--- config.mk ---
export PLATFORM = sky130hd
export DESIGN_NAME = lvds_link_trainer_tx
export DESIGN_NICKNAME = d
export VERILOG_FILES = /design/src/rtl/lvds_link_pkg.sv /design/src/rtl/sync_2ff.sv /design/src/rtl/lvds_link_trainer_tx.sv
export SDC_FILE = /design/constraint.sdc
export NUM_CORES = 1
export LEC_CHECK = 0
export BUFFER_PORTS_ARGS = -buffer_cell sky130_fd_sc_hd__buf_4
export CAP_MARGIN = 30
export CORE_MARGIN = 3
export CORE_UTILIZATION = 40
export CTS_CLUSTER_DIAMETER = 100
export DETAILED_ROUTE_END_ITERATION = 8
export MAX_ROUTING_LAYER = met4
export PLACE_DENSITY = 0.76
export RECOVER_POWER = 25
export REMOVE_ABC_BUFFERS = 1
export SLEW_MARGIN = 20
export SYNTH_ARGS = -nofsm -noshare
export SYNTH_HDL_FRONTEND = slang
export SYNTH_SLANG_ARGS = --single-unit
--- constraint.sdc ---
create_clock -name i_clk -period 4.4 [get_ports i_clk]
set_input_delay 0.88 -clock i_clk [delete_from_list [all_inputs] [get_ports i_clk]]
set_output_delay 0.88 -clock i_clk [all_outputs]
set_load 0.05 [all_outputs]
--- src/rtl/lvds_link_pkg.sv ---
// Shared types and helpers for the LVDS link trainer.
// Latency: n/a (types, constants and an elaboration-time function only).
// Backpressure: n/a.
package lvds_link_pkg;

  typedef enum logic [1:0] {
    ST_SYNC    = 2'd0,
    ST_WAIT    = 2'd1,
    ST_UP      = 2'd2,
    ST_HOLDOFF = 2'd3
  } link_state_e;

  // Sync-word cycles sent after a drop so the far end reliably sees the link go down.
  localparam int HOLDOFF_CYCLES = 16;

  // Upper bound on the serializer word width the sync-word builder supports.
  localparam int SYNC_MAX_W = 1024;

  // Repeats the low 'ser' bits of 'pattern' across 'chans' lanes; bits above ser*chans are zero.
  function automatic logic [SYNC_MAX_W-1:0] build_sync_word(input logic [31:0] pattern,
                                                             input int          ser,
                                                             input int          chans);
    logic [SYNC_MAX_W-1:0] w;
    w = '0;
    for (int i = 0; i < SYNC_MAX_W; i++) begin
      if (i < ser * chans) w[i] = pattern[i % ser];
    end
    return w;
  endfunction

endpackage

--- src/rtl/sync_2ff.sv ---
// Two-flop synchronizer for asynchronous level inputs, one flop pair per bit.
// Latency: 2 cycles from input change to output change.
// Backpressure: none; plain level path.
module sync_2ff #(
  parameter int WIDTH = 1
) (
  input  logic             i_clk,
  input  logic             i_rst_n,
  input  logic [WIDTH-1:0] i_d,
  output logic [WIDTH-1:0] o_q
);

  logic [WIDTH-1:0] meta_q;
  logic [WIDTH-1:0] sync_q;

  // First flop may go metastable; second flop gives it a full cycle to settle.
  always_ff @(posedge i_clk or negedge i_rst_n) begin
    if (!i_rst_n) begin
      meta_q <= '0;
      sync_q <= '0;
    end else begin
      meta_q <= i_d;
      sync_q <= meta_q;
    end
  end

  assign o_q = sync_q;

endmodule

--- src/rtl/lvds_link_trainer_tx.sv ---
// TX link bring-up: sends per-lane sync words until both ends lock, then padded payload; owns retrain policy.
// Latency: payload registered (1 cycle); lock edge to link up 3 cycles; i_retrain to link down 1 cycle.
// Backpressure: none; the serializer consumes a word every core cycle.
module lvds_link_trainer_tx
  import lvds_link_pkg::*;
#(
  parameter int FLIT_WIDTH         = 32,
  parameter int GATE_FOLDS         = 4,
  parameter int LVDS_SERIALIZATION = 8,
  parameter int LVDS_CHANNELS      = 17,
  parameter logic [LVDS_SERIALIZATION-1:0] SYNC_PATTERN = 8'hF0,
  parameter int MIN_SYNC_CYCLES    = 256,
  parameter int TIMEOUT_CYCLES     = 65536,
  localparam int TX_WIDTH          = FLIT_WIDTH * GATE_FOLDS,
  localparam int LVDS_WIDTH        = LVDS_CHANNELS * LVDS_SERIALIZATION
) (
  input  logic                  i_clk,
  input  logic                  i_rst_n,
  input  logic                  i_local_sync,
  input  logic                  i_remote_sync,
  input  logic                  i_retrain,
  input  logic [TX_WIDTH-1:0]   i_tx_data,
  output logic [LVDS_WIDTH-1:0] o_tx_word,
  output logic                  o_link_up,
  output logic                  o_training,
  output logic                  o_timeout,
  output logic [7:0]            o_retrain_cnt
);

  localparam int SYNC_W = $clog2(MIN_SYNC_CYCLES);
  localparam int ATT_W  = $clog2(TIMEOUT_CYCLES) + 1;
  localparam int HOLD_W = $clog2(HOLDOFF_CYCLES);

  localparam logic [SYNC_W-1:0] SYNC_LAST = SYNC_W'(MIN_SYNC_CYCLES - 1);
  localparam logic [ATT_W-1:0]  ATT_LAST  = ATT_W'(TIMEOUT_CYCLES - 1);
  localparam logic [HOLD_W-1:0] HOLD_LAST = HOLD_W'(HOLDOFF_CYCLES - 1);

  localparam logic [LVDS_WIDTH-1:0] SYNC_WORD =
    LVDS_WIDTH'(build_sync_word(32'(SYNC_PATTERN), LVDS_SERIALIZATION, LVDS_CHANNELS));

  link_state_e           state_q, state_d;
  logic [SYNC_W-1:0]     sync_cnt_q, sync_cnt_d;
  logic [ATT_W-1:0]      att_cnt_q, att_cnt_d;
  logic [HOLD_W-1:0]     hold_cnt_q, hold_cnt_d;
  logic                  timeout_q, timeout_d;
  logic [7:0]            retrain_cnt_q, retrain_cnt_d;
  logic [LVDS_WIDTH-1:0] tx_word_q, tx_word_d;
  logic                  link_up_q, link_up_d;
  logic                  training_q, training_d;

  logic [1:0] locks_s;
  logic       l_s;
  logic       r_s;

  sync_2ff #(.WIDTH(2)) u_lock_sync (
    .i_clk   (i_clk),
    .i_rst_n (i_rst_n),
    .i_d     ({i_remote_sync, i_local_sync}),
    .o_q     (locks_s)
  );

  assign l_s = locks_s[0];
  assign r_s = locks_s[1];

  // Next state, counters and the registered output values, all derived from the next state.
  always_comb begin
    state_d       = state_q;
    sync_cnt_d    = sync_cnt_q;
    att_cnt_d     = att_cnt_q;
    hold_cnt_d    = '0;
    timeout_d     = timeout_q;
    retrain_cnt_d = retrain_cnt_q;

    unique case (state_q)
      ST_SYNC: begin
        att_cnt_d = att_cnt_q + ATT_W'(1);
        if (sync_cnt_q == SYNC_LAST) begin
          state_d = ST_WAIT;
        end else begin
          sync_cnt_d = sync_cnt_q + SYNC_W'(1);
        end
      end
      ST_WAIT: begin
        att_cnt_d = att_cnt_q + ATT_W'(1);
        // A lock arriving on the timeout cycle wins: the attempt succeeded.
        if (l_s && r_s) begin
          state_d = ST_UP;
        end else if (att_cnt_q == ATT_LAST) begin
          timeout_d = 1'b1;
          state_d   = ST_HOLDOFF;
        end
      end
      ST_UP: begin
        if (i_retrain || !l_s || !r_s) state_d = ST_HOLDOFF;
      end
      ST_HOLDOFF: begin
        sync_cnt_d = '0;
        att_cnt_d  = '0;
        if (hold_cnt_q == HOLD_LAST) begin
          state_d = ST_SYNC;
        end else begin
          hold_cnt_d = hold_cnt_q + HOLD_W'(1);
        end
      end
      default: state_d = ST_SYNC;
    endcase

    // Count each entry into HOLDOFF once, however many causes coincide.
    if (state_d == ST_HOLDOFF && state_q != ST_HOLDOFF && retrain_cnt_q != 8'hFF) begin
      retrain_cnt_d = retrain_cnt_q + 8'd1;
    end

    link_up_d  = (state_d == ST_UP);
    training_d = (state_d == ST_SYNC) || (state_d == ST_WAIT);
    tx_word_d  = (state_d == ST_UP) ? LVDS_WIDTH'(i_tx_data) : SYNC_WORD;
  end

  // State, counters and outputs all update together so outputs line up with the state.
  always_ff @(posedge i_clk or negedge i_rst_n) begin
    if (!i_rst_n) begin
      state_q       <= ST_SYNC;
      sync_cnt_q    <= '0;
      att_cnt_q     <= '0;
      hold_cnt_q    <= '0;
      timeout_q     <= 1'b0;
      retrain_cnt_q <= '0;
      tx_word_q     <= SYNC_WORD;
      link_up_q     <= 1'b0;
      training_q    <= 1'b1;
    end else begin
      state_q       <= state_d;
      sync_cnt_q    <= sync_cnt_d;
      att_cnt_q     <= att_cnt_d;
      hold_cnt_q    <= hold_cnt_d;
      timeout_q     <= timeout_d;
      retrain_cnt_q <= retrain_cnt_d;
      tx_word_q     <= tx_word_d;
      link_up_q     <= link_up_d;
      training_q    <= training_d;
    end
  end

  assign o_tx_word     = tx_word_q;
  assign o_link_up     = link_up_q;
  assign o_training    = training_q;
  assign o_timeout     = timeout_q;
  assign o_retrain_cnt = retrain_cnt_q;

endmodule

# Yosys cells after proc, flatten, opt, wreduce, memory -nomap -nowiden
# Cells that the tools add are included.
# word_totals
out_inout_bits,147
inputBits,133
wordCells,55
reg_bits,182
# classes
n_eq_ne,12
bitwise_logic,1
reduce_logical,15
add_sub_neg,4
muxes,12
# ops
operator,count
2-to-1 mux 136 bit,1
one-hot mux 17 bit (2 select lines),1
"adder 17 x 1 -> 17 bit, second input constant",1
"equality test 17 x 16 -> 1 bit, second input constant",1
"adder 8 x 1 -> 8 bit, second input constant",2
one-hot mux 8 bit (2 select lines),1
2-to-1 mux 2 bit,5
"equality test 2 bit, second input constant",4
"equality test 8 bit, second input constant",1
2-to-1 mux 4 bit,2
2-to-1 mux 8 bit,1
"!= test 8 bit, second input constant",1
one-hot mux 2 bit (4 select lines),1
"adder 4 x 1 -> 4 bit, second input constant",1
"equality test 2 x 1 -> 1 bit, second input constant",2
"equality test 4 bit, second input constant",1
zero test 2 bit,2
"!= test 2 bit, second input constant",2
nonzero test 2 bit,2
logical AND 1 bit,3
logical OR 1 bit,3
AND reduction 3 bit,1
zero test 1 bit,2
AND reduction 2 bit,1
other kinds (2),2

# Logic depth before layout (Yosys ltp)
# logic_depth
ltp_word,8
mapped_depth,12

# Hierarchy
# From an unflattened synthesis, not the netlist that was laid out.
# unflattened
cells_unflattened,473
area_unflattened_um2,6299.8
# modules_own_cells
mod,instances,area_per_inst_um2,seq_area_each_um2,cells_per_inst
lvds_link_trainer_tx,1,6199.7,4361.7,469
sync_2ff,1,100.1,100.1,4

# Worst setup path after synthesis
# OpenSTA, ideal clock, no wires.
# synth_timing
kind,register -> register
startpoint,register att_cnt_q[5]
endpoint,register tx_word_q[100] (netlist: o_tx_word[100])
setup_slack_ns,2.199
required_time_ns,4.312
t_arrival_ns,2.113
path_stages_with_launch,12
setup_time_ns,0.088
path_cell_list,dfrtp_1 > and4_1 > clkbuf_1 > nand2_1 > nor3_1 > ha_1 > a21o_1 > a21oi_1 > and2_4 > buf_2 > buf_2 > or3_1
# synth_between
elab_chain_len,6
# synth_rtl
element,line_no,source
start: declaration,lvds_link_trainer_tx.sv:43,"logic [ATT_W-1:0] att_cnt_q, att_cnt_d;"
start signal: assignment,lvds_link_trainer_tx.sv:133,att_cnt_q <= att_cnt_d;
equality test 17 x 16 -> 1 bit,lvds_link_trainer_tx.sv:88,end else if (att_cnt_q == ATT_LAST) begin
2-to-1 mux 2 bit,lvds_link_trainer_tx.sv:88,
2-to-1 mux 2 bit,lvds_link_trainer_tx.sv:86,if (l_s && r_s) begin
one-hot mux 2 bit (4 select lines),lvds_link_trainer_tx.sv:74,unique case (state_q)
equality test 2 bit,lvds_link_trainer_tx.sv:115,tx_word_d = (state_d == ST_UP) ? LVDS_WIDTH'(i_tx_data) : SYNC_WORD;
2-to-1 mux 136 bit,lvds_link_trainer_tx.sv:115,
net tx_word_d[100],lvds_link_trainer_tx.sv:47,"logic [LVDS_WIDTH-1:0] tx_word_q, tx_word_d;"
end signal: assignment,lvds_link_trainer_tx.sv:137,tx_word_q <= tx_word_d;
end: declaration,lvds_link_trainer_tx.sv:47,
# The timed path passes the listed nets, and every way through them passes these cells.
# A chain may end at the register's enable or synchronous reset.

# Final worst setup path
# layout_timing
startpoint,register state_q[1]
endpoint,register tx_word_q[92] (netlist: o_tx_word[92])
# layout_between
elab_chain_len,5
elab_cells_between_ends,12
classes_between,eq/ne: 4; mux: 7; reduce/logical: 1
# layout_rtl
element,line_no,source
start: declaration,lvds_link_trainer_tx.sv:41,"link_state_e state_q, state_d;"
start signal: assignment,lvds_link_trainer_tx.sv:131,state_q <= state_d;
2-to-1 mux 2 bit,lvds_link_trainer_tx.sv:88,
2-to-1 mux 2 bit,lvds_link_trainer_tx.sv:86,
one-hot mux 2 bit (4 select lines) (*),lvds_link_trainer_tx.sv:74,
equality test 2 bit (*),lvds_link_trainer_tx.sv:115,
2-to-1 mux 136 bit (*),lvds_link_trainer_tx.sv:115,
net tx_word_d[92],lvds_link_trainer_tx.sv:47,
# Mark *: on every way through the listed nets, which the timed path passes. The rest lies on a longest branch.

==> impl_metrics.yaml <==
detailed_routing:
  drt_iter0_markers: 257
  wirelength_mm: 17.8
  vias: 4755
  wire_per_inst_um: 18.2
  drt-pass1-iter-count: 4
  wl_met3_mm: 1.20
  wl_met2_mm: 9.24
  drc: 0
  top_layer: "met4"
  met1Wirelength_mm: 6.95
  ant_nets: 0
  vias_per_cell: 4.85
synthesis:
  syn-cell-area_sq_um: 6500
  synth_top_area_share: 0.420
  synth-edff-count: 0
  yosysTopAreaCell: "dfrtp_1"
  synth_cells: 496
  yosysMostFrequentCell: "dfrtp_1"
  ys_seq_area_frac: 0.687
  ys_warn_count: 0
  synth_cell_types: 55
  avgSynthCellArea_sq_um: 13.1
  synthTopCellsByCount: "dfrtp_1 (109), and3_1 (67), dfstp_2 (66)"
  ys_ff_latch: 175
  synthFlopType: "dfrtp_1"
  synth_area_leaders: "dfrtp_1 (42%), dfstp_2 (27%), and3_1 (6.4%)"
  async_flop_share: 1.00
clock_tree:
  cts_buffers: 17
  hold_buffers: 0
  root_buffer: "clkbuf_16"
  clk_pin_slew_ps: 70
  cts_setup_buffers: 0
  htreeDepth: 4
  tritoncts: "done"
  cts.sink_count: 175
  clock_latency_ps: 420
  cts_resized: 0
  clk_path_buf_depth: 2
timing:
  setup_viol: 0
  fin_crit_sh: 0.739
  maxSlewHeadroom: -0.445
  rsz0062_at_grt: "no"
  worstMarginPinSlew_ps: 2170
  fin_skew_ps: 11.2
  layout_min_cycle_time_ps: 3250
  hold_violations: 0
  max_freq_ghz: 0.307
  holdWs_ps: 346
  maxSlewViolCount: 89
  final.setup.tns_ps: 0
power:
  powerDensity_nw_per_um2: 358
  peakVddDrop_mv: 0.225
  leakage_nw: 4.66
die:
  initial_core_util: 0.418
  die-width_um: 133
  io_pins: 280
  die_y_um: 133
  die_area_sq_um: 17800
  row_count: 45
  core_region_area_sq_um: 15500
global_route:
  track_usage: 0.204
  grt_pass1_wl_mm: 27.4
  antenna_found_initial: 0
  grt-ovfl-total: 0
  grt_max_degree: 89
  first_global_vias: 5126
worst_setup_path:
  crit_path_start_kind: "flop"
  path_cells: "nand2_1 -> o211a_1 -> o21ai_4 -> buf_4 -> inv_2 -> or3_1"
  worstSetupPathType: "reg -> reg"
  critPathTopFamily: "simple AND/OR/NAND/NOR gates"
  crit_path_max_fanout: 66
  end_kind: "flop"
  worstPathArrival_ps: 3580
  cp_slowest_stage_delay_ps: 690
  critPathRequiredTime_ps: 4730
  crit_buf_inv: 2
  crit_slowest_cell: "dfrtp_1"
cells_and_area:
  diodes: 0
  fin_area_sq_um: 9270
  drive_above_1_share: 0.507
  fin_nets: 894
  area_growth_syn_to_layout_pct: 42.6
  nFillCells: 1277
placed_design:
  placed_area_sq_um: 8650
  place_hpwl_mm: 12.9
  place_congestion: 0.840
  io_buffer_count: 275
run_status:
  outcome: "finished with violations"
  failed_checks: "max-capacitance violations, max-slew violations"
job:
  maxCapViolCount: 1
worst_hold_path:
  hold_class: "reg -> reg"
## final cells by class
| cell class | instances | area, sq um | area share |
|---|---|---|---|
| timing repair buffer | 279 | 2090 | 0.225 |
| sequential | 175 | 4460 | 0.481 |
| multi-input combinational | 274 | 1780 | 0.192 |
| tap | 211 | 264 | 0.0285 |
| inverter | 9 | 33.8 | 0.00365 |
| clock inverter | 9 | 76.3 | 0.00824 |
| clock buffer | 23 | 564 | 0.0609 |
## kinds of logic (layout without fill, tap and decap cells)
group,after synthesis,count (layout),share of synthesized area
other cells,1,4,0.000577
compound gates,35,35,0.0422
flops,175,175,0.687
xor+xnor,10,10,0.0135
buf+inv,50,320,0.0410
fa+ha+maj,5,5,0.00963
simple gates,208,208,0.188
mux,12,12,0.0191
## worst paths after layout
path	start	to	slack [ps]	depth (start not counted)
min in group asynchronous	i_rst_n	att_cnt_q[16]	1110	1
max reg2reg	state_q[1]	o_tx_word[92]	1150	6
min reg2reg	u_lock_sync.meta_q[1]	u_lock_sync.o_q[1]	350	0
max in group asynchronous	i_rst_n	sync_cnt_q[0]	1550	2
max	state_q[1]	o_tx_word[92]	1150	6
min	u_lock_sync.meta_q[1]	u_lock_sync.o_q[1]	350	0
## per-layer routing
| metal | up-vias | track usage |
|---|---|---|
| li1 | 2233 | - |
| met5 | - | - |
| met3 | 31 | 0.0748 |
| met1 | 2341 | 0.224 |
| met4 | 0 | 0.0720 |
| met2 | 150 | 0.345 |
## cells in the final DEF (no fill, tap or decap), drive strengths merged, types with 3 or more instances in the layout
cell	Yosys	routed
nor2	9	9
mux2	3	3
clkbuf	18	28
o211ai	3	3
dfstp	66	66
nand3	13	13
conb	1	4
a21oi	3	3
dfrtp	109	109
o21ai	9	9
mux2i	9	9
xnor2	3	3
buf	23	274
or3	64	64
ha	5	5
and3	67	67
xor2	7	7
nand4	6	6
nor3	6	6
o31ai	3	3
nand2	27	27
inv	9	14
## sequential cells by signal, summed over array words and instances (netlist names), 2 cells and up
| signal | flops |
|---|---|
| u_lock_sync.meta_q | 2 |
| att_cnt_q | 17 |
| state_q | 2 |
| hold_cnt_q | 4 |
| o_tx_word | 129 |
| u_lock_sync.o_q | 2 |
| sync_cnt_q | 8 |
| o_retrain_cnt | 8 |
## per-stage QoR
step	worst slack [ps]	power, W	util	cells
2_1_floorplan	1220	0.00165	-	458
3_3_place_gp	1390	0.00177	0.556	948
3_5_place_dp	1320	0.00177	0.556	948
4_1_cts	1460	0.00334	0.598	980
5_1_grt	871	0.00342	0.596	980
6_report	1150	0.00331	0.596	980
## report_power, final
part | internal [W] | switching, W | leakage (nW) | total [W]
sequential | 0.00161 | 0.00000166 | 2.17 | 0.00162
combinational | 0.0000741 | 0.0000512 | 2.18 | 0.000125
clock | 0.000921 | 0.000652 | 0.311 | 0.00157
total | 0.00261 | 0.000705 | 4.66 | 0.00331
(Power assumes the default switching activity.)
